--- src/rtl/player_input_rx_if.sv ---
// Bus bundle for player_input_rx: the serial line and player-count
// configuration in, decoded per-player state and frame strobes out.
interface player_input_rx_if;
    logic        serial_in;
    logic [1:0]  num_players;
    logic [23:0] player_buttons;
    logic [3:0]  player_active;
    logic        frame_valid;
    logic [1:0]  frame_player;
    logic        parity_err;
    logic        frame_err;

    // Driver side: supplies the line and configuration, observes results
    modport master (
        output serial_in,
        output num_players,
        input  player_buttons,
        input  player_active,
        input  frame_valid,
        input  frame_player,
        input  parity_err,
        input  frame_err
    );

    // Receiver side
    modport slave (
        input  serial_in,
        input  num_players,
        output player_buttons,
        output player_active,
        output frame_valid,
        output frame_player,
        output parity_err,
        output frame_err
    );
endinterface

--- src/rtl/player_input_rx.sv ---
// Serial controller-frame receiver for the primary board.
// Decodes 8E1 frames {ID[1:0], carry, chop, up, down, left, right},
// keeps the latest state per remote player and drops a player whose
// link has been silent for TIMEOUT_CYCLES.
module player_input_rx #(
    parameter int CLKS_PER_BIT   = 217,
    parameter int TIMEOUT_CYCLES = 2500000
) (
    input  logic             clock,
    input  logic             reset,
    player_input_rx_if.slave bus
);

    localparam int CW = (CLKS_PER_BIT > 1) ? $clog2(CLKS_PER_BIT) : 1;
    localparam int TW = (TIMEOUT_CYCLES > 1) ? $clog2(TIMEOUT_CYCLES) : 1;

    localparam logic [CW-1:0] HALF_LAST = CW'(CLKS_PER_BIT / 2 - 1);
    localparam logic [CW-1:0] BIT_LAST  = CW'(CLKS_PER_BIT - 1);
    localparam logic [TW-1:0] TO_LAST   = TW'(TIMEOUT_CYCLES - 1);

    typedef enum logic [2:0] {
        IDLE,
        START,
        DATA,
        PARITY,
        STOP,
        BREAK
    } state_t;

    // Synchronizer and receive FSM
    logic          r_sync1;
    logic          r_sync2;
    logic          w_rx;
    state_t        r_state;
    state_t        w_next_state;
    logic [CW-1:0] r_clk_cnt;
    logic [2:0]    r_bit_cnt;
    logic [7:0]    r_shift;
    logic          r_parity_bit;

    // Decode strobes
    logic          w_half_tick;
    logic          w_bit_tick;
    logic          w_stop_sample;
    logic          w_parity_ok;
    logic          w_frame_good;
    logic          w_frame_err;
    logic          w_parity_err;
    logic [1:0]    w_id;
    logic          w_accept;

    // Registered outputs and per-player state
    logic             r_frame_valid;
    logic [1:0]       r_frame_player;
    logic             r_parity_err;
    logic             r_frame_err;
    logic [3:0][5:0]  r_buttons;
    logic [3:0]       r_active;
    logic [TW-1:0]    r_to_cnt [4];

    assign w_rx = r_sync2;

    // Two-flop synchronizer; idles high so reset does not look like a start bit
    always_ff @(posedge clock) begin
        if (reset) begin
            r_sync1 <= 1'b1;
            r_sync2 <= 1'b1;
        end else begin
            r_sync1 <= bus.serial_in;
            r_sync2 <= r_sync1;
        end
    end

    // Sample-point strobes: half a bit into START, one full bit elsewhere
    assign w_half_tick = (r_state == START) && (r_clk_cnt == HALF_LAST);
    assign w_bit_tick  = ((r_state == DATA) || (r_state == PARITY) || (r_state == STOP))
                         && (r_clk_cnt == BIT_LAST);

    // FSM state register
    always_ff @(posedge clock) begin
        if (reset) begin
            r_state <= IDLE;
        end else begin
            r_state <= w_next_state;
        end
    end

    // FSM next-state logic
    always_comb begin
        w_next_state = r_state;
        unique case (r_state)
            IDLE: begin
                if (!w_rx) begin
                    w_next_state = START;
                end
            end
            START: begin
                if (w_half_tick) begin
                    w_next_state = w_rx ? IDLE : DATA;
                end
            end
            DATA: begin
                if (w_bit_tick && (r_bit_cnt == 3'd7)) begin
                    w_next_state = PARITY;
                end
            end
            PARITY: begin
                if (w_bit_tick) begin
                    w_next_state = STOP;
                end
            end
            STOP: begin
                if (w_bit_tick) begin
                    w_next_state = w_rx ? IDLE : BREAK;
                end
            end
            BREAK: begin
                if (w_rx) begin
                    w_next_state = IDLE;
                end
            end
            default: w_next_state = IDLE;
        endcase
    end

    // FSM output decode: resolve the frame at the stop-bit sample
    always_comb begin
        w_stop_sample = (r_state == STOP) && w_bit_tick;
        w_parity_ok   = ~(^{r_shift, r_parity_bit});
        w_frame_err   = w_stop_sample && !w_rx;
        w_parity_err  = w_stop_sample && w_rx && !w_parity_ok;
        w_frame_good  = w_stop_sample && w_rx && w_parity_ok;
        w_id          = r_shift[7:6];
        w_accept      = w_frame_good && (w_id <= bus.num_players);
    end

    // Bit-period counter; cleared at every sample point and while waiting
    always_ff @(posedge clock) begin
        if (reset) begin
            r_clk_cnt <= '0;
        end else if (w_half_tick || w_bit_tick || (r_state == IDLE) || (r_state == BREAK)) begin
            r_clk_cnt <= '0;
        end else if (r_clk_cnt != BIT_LAST) begin
            r_clk_cnt <= r_clk_cnt + 1'b1;
        end
    end

    // Data-bit index, cleared during START, saturating at the last bit
    always_ff @(posedge clock) begin
        if (reset) begin
            r_bit_cnt <= '0;
        end else if (r_state == START) begin
            r_bit_cnt <= '0;
        end else if ((r_state == DATA) && w_bit_tick && (r_bit_cnt != 3'd7)) begin
            r_bit_cnt <= r_bit_cnt + 3'd1;
        end
    end

    // Shift data in LSB first and capture the parity bit
    always_ff @(posedge clock) begin
        if (reset) begin
            r_shift      <= '0;
            r_parity_bit <= 1'b0;
        end else begin
            if ((r_state == DATA) && w_bit_tick) begin
                r_shift <= {w_rx, r_shift[7:1]};
            end
            if ((r_state == PARITY) && w_bit_tick) begin
                r_parity_bit <= w_rx;
            end
        end
    end

    // Frame strobes and last-accepted ID, registered one cycle after the stop sample
    always_ff @(posedge clock) begin
        if (reset) begin
            r_frame_valid  <= 1'b0;
            r_frame_player <= '0;
            r_parity_err   <= 1'b0;
            r_frame_err    <= 1'b0;
        end else begin
            r_frame_valid <= w_accept;
            r_parity_err  <= w_parity_err;
            r_frame_err   <= w_frame_err;
            if (w_accept) begin
                r_frame_player <= w_id;
            end
        end
    end

    // Per-player state and link timeout; a commit overrides an expiry in the same cycle
    always_ff @(posedge clock) begin
        if (reset) begin
            r_buttons <= '0;
            r_active  <= '0;
            for (int unsigned p = 0; p < 4; p++) begin
                r_to_cnt[p] <= '0;
            end
        end else begin
            for (int unsigned p = 0; p < 4; p++) begin
                if (w_accept && (w_id == 2'(p))) begin
                    r_buttons[p] <= r_shift[5:0];
                    r_active[p]  <= 1'b1;
                    r_to_cnt[p]  <= '0;
                end else if (r_active[p]) begin
                    if (r_to_cnt[p] == TO_LAST) begin
                        r_active[p]  <= 1'b0;
                        r_buttons[p] <= '0;
                    end else begin
                        r_to_cnt[p] <= r_to_cnt[p] + 1'b1;
                    end
                end
            end
        end
    end

    assign bus.player_buttons = r_buttons;
    assign bus.player_active  = r_active;
    assign bus.frame_valid    = r_frame_valid;
    assign bus.frame_player   = r_frame_player;
    assign bus.parity_err     = r_parity_err;
    assign bus.frame_err      = r_frame_err;

endmodule

--- src/flat_wrapper.sv ---
// flat-port wrapper written by rule: the top's interface ports become plain ports
module player_input_rx_flat 
#(
    parameter int CLKS_PER_BIT   = 217,
    parameter int TIMEOUT_CYCLES = 2500000
)
  (clock, reset, bus_serial_in, bus_num_players, bus_player_buttons, bus_player_active, bus_frame_valid, bus_frame_player, bus_parity_err, bus_frame_err);
  player_input_rx_if bus_i ();
  input  logic clock;
  input  logic reset;
  input wire logic [$bits(bus_i.serial_in)-1:0] bus_serial_in;
  input wire logic [$bits(bus_i.num_players)-1:0] bus_num_players;
  output wire logic [$bits(bus_i.player_buttons)-1:0] bus_player_buttons;
  output wire logic [$bits(bus_i.player_active)-1:0] bus_player_active;
  output wire logic [$bits(bus_i.frame_valid)-1:0] bus_frame_valid;
  output wire logic [$bits(bus_i.frame_player)-1:0] bus_frame_player;
  output wire logic [$bits(bus_i.parity_err)-1:0] bus_parity_err;
  output wire logic [$bits(bus_i.frame_err)-1:0] bus_frame_err;
  assign bus_i.serial_in = bus_serial_in;
  assign bus_i.num_players = bus_num_players;
  assign bus_player_buttons = bus_i.player_buttons;
  assign bus_player_active = bus_i.player_active;
  assign bus_frame_valid = bus_i.frame_valid;
  assign bus_frame_player = bus_i.frame_player;
  assign bus_parity_err = bus_i.parity_err;
  assign bus_frame_err = bus_i.frame_err;
  player_input_rx #(.CLKS_PER_BIT(CLKS_PER_BIT), .TIMEOUT_CYCLES(TIMEOUT_CYCLES)) u_core (.clock(clock), .reset(reset), .bus(bus_i));
endmodule
--- config.mk ---
export PLATFORM = sky130hd
export DESIGN_NAME = player_input_rx_flat
export DESIGN_NICKNAME = d
export VERILOG_FILES = /design/src/rtl/player_input_rx_if.sv /design/src/rtl/player_input_rx.sv /design/src/flat_wrapper.sv
export SDC_FILE = /design/constraint.sdc
export NUM_CORES = 1
export LEC_CHECK = 0
export ABC_AREA = 1
export CAP_MARGIN = 10
export CORE_ASPECT_RATIO = 1.75
export CORE_MARGIN = 1.5
export CORE_UTILIZATION = 30
export DETAILED_ROUTE_END_ITERATION = 8
export GPL_TIMING_DRIVEN = 0
export PLACE_DENSITY = 0.5
export RECOVER_POWER = 100
export SYNTH_ARGS = -nofsm -noshare
export SYNTH_HDL_FRONTEND = slang
export SYNTH_SLANG_ARGS = --single-unit
--- constraint.sdc ---
create_clock -name clock -period 7.4 [get_ports clock]
set_clock_uncertainty 0.05 [all_clocks]
set_input_delay 1.48 -clock clock [delete_from_list [all_inputs] [get_ports clock]]
set_output_delay 1.48 -clock clock [all_outputs]
set_load 0.01 [all_outputs]
# Word-level counts from Yosys, hierarchy flattened
# Memory sizes are Yosys's and may differ from the RTL's.
# Index checks and enable logic that the tools add are counted.
# totals
ff_bits	58
ramBits	88
out_inout_bits	33
n_memories	1
input_bits	5
# op_classes
order_cmp	1
mux	67
bitwise	9
reduce_logical	40
add_sub_neg	6
n_eq_ne	23
# memory_table
name	words	width	read_ports	rd_clocked_by_memory_dff	write_ports	line	source
u_core.r_to_cnt	4	22	4	0	4	player_input_rx.sv:59	logic [TW-1:0] r_to_cnt [4];
# ops
cell	n
$mux 22	8
$add 22x1->22 const B	4
$eq 22x22->1 const B	4
$mux 6	12
$mux 1	38
$mux 3	7
$pmux 3 s6	1
$logic_and 1x1->1	16
$reduce_bool 2->1	8
$ne 2x1->1 const B	5
$eq 3x3->1 const B	3
$reduce_xor 9->1	1
$add 8x1->8 const B	1
$eq 8x7->1 const B	1
$eq 8x8->1 const B	1
$ne 8x8->1 const B	1
$or 1x1->1	8
$reduce_and 2->1	4
$eq 3x2->1 const B	2
$reduce_and 6->1	1
$logic_or 1x1->1	5
$eq 2x2->1 const B	2
$reduce_or 2->1	2
$add 3x1->3 const B	1
other kinds (10)	10

# Depth between registers and ports, before layout
# Gate-level depths: netlist (run 1).
# logic_depth
word_depth	14
ltp_mapped	14
depth_no_buf	13

# Least setup slack after synthesis (run 1)
# OpenSTA, ideal clock, no wires.
# synth_path
kind	input-to-reg
startpoint	input port bus_num_players[1]
endpoint	memory u_core.r_to_cnt[1][0] (netlist bit), enable pin
arrival_time_ns	2.970
path_stages	9
path_buffers	0
path_slack_ns	3.910
t_required_ns	6.879
setup_ns	0.471
cell_sequence	inv_1 -> ha_1 -> inv_1 -> o21bai_1 -> nand2_1 -> nand4_4 -> clkinv_1 -> nand3_4 -> nand3_1
# synth_lines
element	line	source
start: declaration	flat_wrapper.sv:12	input wire logic [$bits(bus_i.num_players)-1:0] bus_num_players;
end: declaration	player_input_rx.sv:59	

==> results.json, run 1 <==
{
  "netlist_area_um2": 8140,
  "slew_headroom_pct": 26.1,
  "fmax_mhz": 220,
  "maxCapViolations": 0,
  "path_buf_inv": 4,
  "path_cells": "dlygate4sd3_1 -> inv_1 -> clkbuf_1 -> clkbuf_1 -> nand3_1",
  "period_share_pct": 61.3,
  "globalRouteOverflowTotal": 0,
  "finalSetupViolCount": 0,
  "syn_nets": 1003,
  "yosys_register_bits": 146,
  "synth_cells": 988,
  "yosysWarnings": 0,
  "crit_path_start_kind": "input pin",
  "clk-insertion-delay-late_ns": 0.44,
  "gr-usage-all-layers_pct": 14.6,
  "leakagePower_nw": 3.69,
  "instances_no_fill": 1381,
  "report.final.slew_viol_count": 0,
  "placed_area_um2": 8910,
  "ys_seq_area_share_pct": 46.7,
  "dp_cells": 1349,
  "die_area_um2": 28200,
  "dp_hpwl_mm": 14.7,
  "core_area_um2": 26600,
  "drt_iter0_markers": 338,
  "layout.nets": 1059,
  "htreeDepth": 4,
  "viasPerCell": 4.73,
  "portBuffers": 37,
  "synth.avg_cell_area_um2": 8.24,
  "worst-path-stages": 5,
  "grt_antenna_before_repair": 0,
  "status": "complete, no violations",
  "async_flop_share_pct": 0,
  "path_max_fanout": 22,
  "cp_slowest_stage_delay_ns": 0.96,
  "worstPathRequired_ns": 7.22,
  "cpLargestDelayFamily": "buffers and inverters",
  "dp_slack_ns": 2.62,
  "ys.flop_type": "edfxtp_1",
  "detail-route-antenna-nets": 0,
  "crit_type": "input pin to register",
  "final.setup.tns_ns": 0,
  "post_cts_buffers": 0,
  "fillCellCount": 2762,
  "r2r_cells": 6,
  "finish.utilization_pct": 34.9,
  "gp_congestion": 0.808,
  "syn_to_final_growth_pct": 14.0,
  "cp_common_cell": "clkbuf_1",
  "holdBufCountCts": 0,
  "ys_types": 40,
  "die_h_um": 221,
  "placementRows": 79,
  "grt_pass1_vias": 6639,
  "die_x_um": 128,
  "grt_pass1_wl_mm": 32.3,
  "cts-resized-gates": 0,
  "cts.clk_slew.worst_paths_ns": 0.06,
  "ir_drop_mv": 0.151,
  "cts_root_buf": "clkbuf_16",
  "finalWorstSetupSlack_ns": 2.86,
  "design_area_um2": 9280,
  "worstMarginPinSlew_ns": 1.11,
  "grt_max_degree": 23,
  "critPathSlowestCell": "nand3_1",
  "cp-end-kind": "register",
  "cp.arrival_ns": 4.36,
  "wl_per_cell_um": 14.1,
  "p_per_area_nw_per_um2": 208,
  "ios": 38,
  "fin_total_pwr_mw": 1.93,
  "cts_buffers": 17,
  "clock_path_buffers": 2,
  "hold_depth": 1,
  "dr.pass1.iters": 5,
  "wirelength_mm": 19.4,
  "via_count": 6529,
  "hold_violations": 0,
  "diodes": 0,
  "hold_slack_ns": 0.359,
  "clock_sinks": 146,
  "synth_edf_count": 88,
  "multi_input_area_um2": 3580,
  "drive_gt1_share_pct": 7.28,
  "cts_tree": "done",
  "regArea_um2": 3800,
  "fin_crit_ns": 4.54,
  "drcViolationCount": 0,
  "rsz0062_at_grt": "false",
  "start_util_pct": 30.6,
  "hp-class": "register to register"
}
layer usage:
layer / share of wire (%) / global-route usage [%]
met5: 0 / 0
met3: 3.5 / 3.82
met2: 53 / 26.4
met1: 41 / 15.7
met4: 2.9 / 6.27
final cells by class:
class                      instances  area share [%]
buffer                            26            1.47
clock buffer                      23            5.27
clock inverter                     9           0.593
inverter                         114            4.67
multi-input combinational        702            38.6
sequential                       146            41.0
tap                              324            4.37
timing repair buffer              37            3.99
worst paths after layout:
| check | startpoint | endpoint | slack [ns] |
|---|---|---|---|
| setup / recovery | reset | u_core.r_to_cnt[3][14] | 2.86 |
| hold / removal | u_core.r_sync1 | u_core.r_sync2 | 0.36 |
| setup reg to reg | u_core.r_to_cnt[0][0] | u_core.r_to_cnt[0][4] | 4.29 |
| hold reg to reg | u_core.r_sync1 | u_core.r_sync2 | 0.36 |
synthesized netlist by cell type (2+ instances only):
| master | number | area share, % |
|---|---|---|
| nand3_4 | 2 | 0.43 |
| or2_2 | 13 | 1.0 |
| xnor2_1 | 15 | 1.6 |
| nor2_2 | 3 | 0.23 |
| edfxtp_1 | 88 | 32 |
| nand2_1 | 208 | 9.6 |
| o21ai_2 | 2 | 0.22 |
| dfxtp_1 | 58 | 14 |
| inv_1 | 110 | 5.1 |
| nand3_1 | 60 | 3.7 |
| nor2_4 | 5 | 0.69 |
| nand4_4 | 3 | 0.78 |
| nand2_4 | 3 | 0.42 |
| nor4_1 | 10 | 0.77 |
| buf_4 | 3 | 0.28 |
| a21oi_2 | 10 | 1.1 |
| nand2_2 | 8 | 0.62 |
| nand4_1 | 52 | 4.0 |
| nor3_1 | 36 | 2.2 |
| ha_1 | 10 | 1.5 |
| buf_2 | 3 | 0.18 |
| nand3b_1 | 8 | 0.74 |
| nor2_1 | 140 | 6.5 |
| clkbuf_2 | 5 | 0.31 |
| clkbuf_1 | 5 | 0.23 |
| xor2_1 | 48 | 5.2 |
| a21oi_1 | 29 | 1.8 |
| buf_6 | 9 | 1.2 |
| inv_4 | 2 | 0.15 |
| o21ai_0 | 30 | 1.8 |
cell families after synthesis:
family / synth area share, %
and+or+nand+nor: 32.2
DFF: 46.7
buffers and inverters: 7.61
AOI/OAI and AO/OA: 5.09
xor gates and xnor gates: 6.78
adders and majority gates: 1.54
layout by cell type (no fill, tap or decap), types with 5 or more instances in the layout:
master	count
nand2_1	211
nor2_1	142
inv_1	110
edfxtp_1	88
nand3_1	63
dfxtp_1	58
nand4_1	55
xor2_1	48
nor3_1	36
dlygate4sd3_1	35
a21oi_1	34
o21ai_0	31
clkbuf_1	18
clkbuf_16	18
xnor2_1	15
or2_2	13
nor4_1	10
ha_1	10
nand3b_1	8
nand2_2	7
clkbuf_2	5
a21oi_2	5
flip-flops by register name (all words and copies together), names as in the netlist, 2 cells and up:
| register | cells |
|---|---|
| u_core.r_state | 3 |
| u_core.bus.player_buttons | 24 |
| u_core.r_to_cnt | 88 |
| u_core.bus.frame_player | 2 |
| u_core.bus.player_active | 4 |
| u_core.r_shift | 8 |
| u_core.r_bit_cnt | 3 |
| u_core.r_clk_cnt | 8 |
power breakdown:
group	total, mW	switching [mW]	internal, mW
Clock	0.804	0.340	0.464
Combinational	0.185	0.124	0.0608
Sequential	0.942	0.0440	0.898
Total	1.93	0.509	1.42
Power figures use the tool's default switching activity.
==> run 2, diff against run 1 <==
--- a/config.mk
+++ b/config.mk
@@ -12,7 +12,7 @@
 export CORE_UTILIZATION = 30
 export DETAILED_ROUTE_END_ITERATION = 8
 export GPL_TIMING_DRIVEN = 0
-export PLACE_DENSITY = 0.5
+export PLACE_DENSITY = 0.52
 export RECOVER_POWER = 100
 export SYNTH_ARGS = -nofsm -noshare
 export SYNTH_HDL_FRONTEND = slang
==> constraint.sdc (replaced) <==
create_clock -name clock -period 4.1 [get_ports clock]
set_clock_uncertainty 0.05 [all_clocks]
set_input_delay 0.82 -clock clock [delete_from_list [all_inputs] [get_ports clock]]
set_output_delay 0.82 -clock clock [all_outputs]
set_load 0.01 [all_outputs]
==> results.json, run 2 (synthesis results as in run 1) <==
{
  "hp-class": "register to register",
  "portBuffers": 37,
  "core_area_um2": 26600,
  "worstPathRequired_ns": 4.10,
  "largest_reg_flops": 88,
  "rsz0062_at_grt": "false",
  "clock_sinks": 146,
  "top_register": "u_core.r_to_cnt",
  "die_h_um": 221,
  "placementRows": 79,
  "diodes": 0,
  "report.final.slew_viol_count": 0,
  "leakagePower_nw": 3.70,
  "drive_gt1_share_pct": 7.47,
  "drt_iter0_markers": 406,
  "fmax_mhz": 278,
  "syn_to_final_growth_pct": 14.6,
  "final.setup.tns_ns": 0,
  "layout.nets": 1059,
  "wl_per_cell_um": 14.1,
  "cts-resized-gates": 0,
  "clock_path_buffers": 2,
  "globalRouteOverflowTotal": 0,
  "clk-insertion-delay-late_ns": 0.44,
  "post_cts_buffers": 0,
  "p_per_area_nw_per_um2": 385,
  "crit_path_start": "bus_num_players[1]",
  "period_share_pct": 87.8,
  "cts_root_buf": "clkbuf_16",
  "wirelength_mm": 19.4,
  "r2r-start": "u_core.r_clk_cnt[0]",
  "ios": 38,
  "grt_antenna_before_repair": 0,
  "finish.utilization_pct": 35.1,
  "r2r_slack_ns": 0.76,
  "maxCapViolations": 0,
  "detail-route-antenna-nets": 0,
  "p_clk_share_pct": 43.3,
  "final_common_cell": "nand2_1",
  "cp-end-kind": "register",
  "fin_total_pwr_mw": 3.59,
  "gp_congestion": 0.865,
  "cp.arrival_ns": 3.60,
  "drcViolationCount": 0,
  "dr.pass1.iters": 5,
  "dp_hpwl_mm": 14.7,
  "gr-usage-all-layers_pct": 14.5,
  "die_area_um2": 28200,
  "r2r_cells": 10,
  "slew_headroom_pct": 24.0,
  "cts_tree": "done",
  "holdBufCountCts": 0,
  "start_util_pct": 30.6,
  "worstMarginPinSlew_ns": 1.14,
  "path_max_fanout": 22,
  "cts.clk_slew.worst_paths_ns": 0.06,
  "finalSetupViolCount": 0,
  "via_count": 6629,
  "crit_type": "input pin to register",
  "pwr-share-comb_pct": 9.3,
  "internal_power_mw": 2.65,
  "ir_drop_mv": 0.280,
  "fin_crit_ns": 3.60,
  "design_area_um2": 9320,
  "fillCellCount": 2748,
  "placed_area_um2": 8910,
  "htreeDepth": 4,
  "hold_violations": 0,
  "netSwitchingFraction_pct": 26.1,
  "grt_pass1_vias": 6469,
  "r2r-end": "u_core.r_to_cnt[0][18]",
  "crit_path_start_kind": "input pin",
  "viasPerCell": 4.80,
  "switchingPower_mw": 0.938,
  "grt_max_degree": 23,
  "cts_buffers": 17,
  "layout_common_cells": "212 x nand2_1, 143 x nor2_1, 110 x inv_1",
  "status": "complete, no violations",
  "die_x_um": 128,
  "endpoint": "u_core.r_to_cnt[0][18]",
  "p_seq_share_pct": 47.4,
  "grt_pass1_wl_mm": 32.0
}
## run 2: power groups by stage
stage               clock network (mW)  logic, mW  registers [mW]
floorplan                            0      0.268            1.71
finish                            1.55      0.335            1.70
detailed placement                   0      0.344            1.73
global placement                     0      0.341            1.73
CTS                               1.60      0.346            1.70
global route                      1.66      0.392            1.71
## run 2: layout make-up
class	count	area [um^2]	share of cell area [%]
Sequential cell	146	3800	40.8
Timing Repair Buffer	37	370	3.97
Inverter	114	433	4.64
Tap cell	324	405	4.35
Multi-Input combinational cell	702	3590	38.5
Clock inverter	11	98.8	1.06
Buffer	26	129	1.38
Clock buffer	21	493	5.29
## run 2: worst min-delay path by stage
| stage | from | endpoint | slack [ns] | cells past startpoint |
|---|---|---|---|---|
| after global placement | u_core.r_sync1 | u_core.r_sync2 | 0.35 | 1 |
| after detailed placement | u_core.r_sync1 | u_core.r_sync2 | 0.35 | 1 |
| after floorplan | u_core.r_sync1 | u_core.r_sync2 | 0.34 | 1 |
| final | u_core.r_sync1 | u_core.r_sync2 | 0.36 | 1 |
| after global routing | u_core.r_sync1 | u_core.r_sync2 | 0.38 | 1 |
| after CTS | u_core.r_sync1 | u_core.r_sync2 | 0.36 | 1 |
## run 2: metrics by stage
stage | setup WS [ns] | hold WS, ns | cells
after floorplan | 1.27 | 0.339 | 988
after global placement | -0.00221 | 0.345 | 1349
after detailed placement | -0.0387 | 0.350 | 1349
after CTS | 0.455 | 0.365 | 1381
after global routing | 0.243 | 0.383 | 1381
final | 0.500 | 0.360 | 1381
## run 2: per-layer routing
metal | track usage (%) | up-vias | routed length, um
li1 | - | 3393 | -
met1 | 15.9 | 3114 | 8060
met2 | 26.3 | 96 | 10300
met5 | 0 | - | 0
met4 | 6.67 | 0 | 459
met3 | 3.19 | 26 | 578
## run 2: worst max-delay path: stages
cell and delay, ns:
dlygate4sd3_1 0.52, inv_1 0.04, ha_1 0.29, inv_1 0.06, o21bai_1 0.05, nand2_1 0.11, nand4_1 0.13, nor2_1 0.36
nand2_1 0.32, nand3_1 0.88
==> run 3, diff against run 2 <==
--- a/config.mk
+++ b/config.mk
@@ -14,6 +14,8 @@
 export GPL_TIMING_DRIVEN = 0
 export PLACE_DENSITY = 0.52
 export RECOVER_POWER = 100
+export SLEW_MARGIN = 20
 export SYNTH_ARGS = -nofsm -noshare
 export SYNTH_HDL_FRONTEND = slang
 export SYNTH_SLANG_ARGS = --single-unit
+export TNS_END_PERCENT = 100
==> results.json, run 3 (synthesis results as in run 1) <==
{
  "clk-insertion-delay-late_ns": 0.44,
  "hp-class": "register to register",
  "dr.pass1.iters": 5,
  "htreeDepth": 4,
  "finalSetupViolCount": 0,
  "largest_reg_flops": 88,
  "status": "complete, no violations",
  "grt_max_degree": 23,
  "holdBufCountCts": 0,
  "r2r_slack_ns": 0.98,
  "p_per_area_nw_per_um2": 384,
  "fmax_mhz": 297,
  "slew_headroom_pct": 52.1,
  "syn_to_final_growth_pct": 14.8,
  "rsz0062_at_grt": "false",
  "cp-end-kind": "register",
  "met1_usage_pct": 15.9,
  "drt_iter0_markers": 423,
  "globalRouteOverflowTotal": 0,
  "r2r-start": "u_core.r_clk_cnt[0]",
  "fillCellCount": 2744,
  "cts-resized-gates": 0,
  "cp_slowest_stage_delay_ns": 0.52,
  "cts_root_buf": "clkbuf_16",
  "maxCapViolations": 0,
  "hold_violations": 0,
  "wirelength_mm": 19.4,
  "layout.nets": 1059,
  "cts_tree": "done",
  "gp_congestion": 0.865,
  "viasPerCell": 4.78,
  "grt_busiest_layer": "met2",
  "die_x_um": 128,
  "hold_depth": 1,
  "critPathSlowestCell": "dlygate4sd3_1",
  "wl_per_cell_um": 14.1,
  "grt_pass1_vias": 6469,
  "drive_gt1_share_pct": 7.76,
  "min_to": "u_core.r_sync2",
  "start_util_pct": 30.6,
  "placed_area_um2": 8910,
  "crit_path_start_kind": "input pin",
  "ir_drop_mv": 0.282,
  "path_cells": "dlygate4sd3_1 -> inv_1 -> ha_1 -> inv_1 -> o21bai_1 -> nand2_1 -> nand4_1 -> nor2_1 -> nand2_1 -> nand4_1 -> clkbuf_1 -> nor2_1",
  "design_area_um2": 9340,
  "layout_common_cells": "212 x nand2_1, 143 x nor2_1, 110 x inv_1",
  "worstPathRequired_ns": 4.22,
  "ios": 38,
  "detail-route-antenna-nets": 0,
  "report.final.slew_viol_count": 0,
  "multi_input_area_um2": 3600,
  "regArea_um2": 3800,
  "cp.arrival_ns": 3.49,
  "r2r-end": "u_core.r_to_cnt[3][13]",
  "cts_buffers": 17,
  "clock_path_buffers": 2,
  "min_from": "u_core.r_sync1",
  "clock_sinks": 146,
  "crit_type": "input pin to register",
  "core_area_um2": 26600,
  "post_cts_buffers": 0,
  "leakagePower_nw": 3.72,
  "placementRows": 79,
  "grt_pass1_wl_mm": 32.0,
  "die_h_um": 221,
  "top_register": "u_core.r_to_cnt",
  "r2r_cells": 12,
  "drcViolationCount": 0,
  "final_common_cell": "nand2_1",
  "cts.clk_slew.worst_paths_ns": 0.06,
  "die_area_um2": 28200,
  "grt_antenna_before_repair": 0,
  "gr-usage-all-layers_pct": 14.5,
  "diodes": 0,
  "period_share_pct": 82.2,
  "worstMarginPinSlew_ns": 0.719,
  "path_max_fanout": 10,
  "via_count": 6603,
  "met2_usage_pct": 26.3,
  "fin_total_pwr_mw": 3.59,
  "dp_hpwl_mm": 14.7,
  "portBuffers": 37,
  "met3_usage_pct": 3.19,
  "fin_crit_ns": 3.37
}
## run 3: cell count changes in the layout (fill, tap and decap cells not counted)
cell / previous run / this run
a21oi_1: 32 / 34
a21oi_2: 7 / 5
buf_6: 3 / 4
clkbuf_1: 17 / 16
nand3_1: 63 / 59
nand3_2: 0 / 4
## run 3: final cells by class
type | instances | area share [%]
clock buffers | 21 | 5.28
flip-flops and latches | 146 | 40.7
clock inverters | 11 | 1.06
inverters | 114 | 4.63
repair buffers | 37 | 3.96
multi-input cells | 702 | 38.6
well taps | 324 | 4.34
plain buffers | 26 | 1.46
## run 3: worst max-delay path by stage
stage / depth (start not counted) / to / start
finish: 12 / u_core.r_to_cnt[3][13] / bus_num_players[1]
floorplan: 9 / u_core.r_to_cnt[1][0] / bus_num_players[1]
detailed placement: 5 / u_core.r_to_cnt[2][3] / reset
global route: 12 / u_core.r_to_cnt[3][13] / bus_num_players[1]
CTS: 5 / u_core.r_to_cnt[0][18] / reset
global placement: 5 / u_core.r_to_cnt[0][1] / reset
## run 3: critical path: cells and delay by family
family	cells	cell delay, ns
buffers and inverters	4	1.05
and+or+nand+nor	6	1.28
AOI/OAI and AO/OA	1	0.05
adders and majority gates	1	0.29
## run 3: layer usage
layer | share of wire, % | wire length [um] | up-vias
met5 | 0 | 0 | -
met4 | 2.5 | 491 | 0
met3 | 3.3 | 635 | 28
met2 | 53 | 10300 | 94
met1 | 41 | 8000 | 3091
li1 | - | - | 3390
## run 3: stage by stage
step                      setup TNS (ns)  setup WS [ns]  utilization [%]  cells  hold slack (ns)
after floorplan                        0           1.27                -    988            0.339
after global placement           -0.0284       -0.00221             33.5   1349            0.345
after detailed placement           -1.38        -0.0387             33.5   1349            0.350
after CTS                              0          0.455             35.7   1381            0.365
after global routing                   0          0.463             35.1   1381            0.383
final                                  0          0.729             35.1   1381            0.360
## run 3: where the power goes
part	internal, mW	switching (mW)	total [mW]
registers	1.62	0.0800	1.70
logic	0.110	0.225	0.336
clock network	0.922	0.632	1.55
total	2.65	0.937	3.59
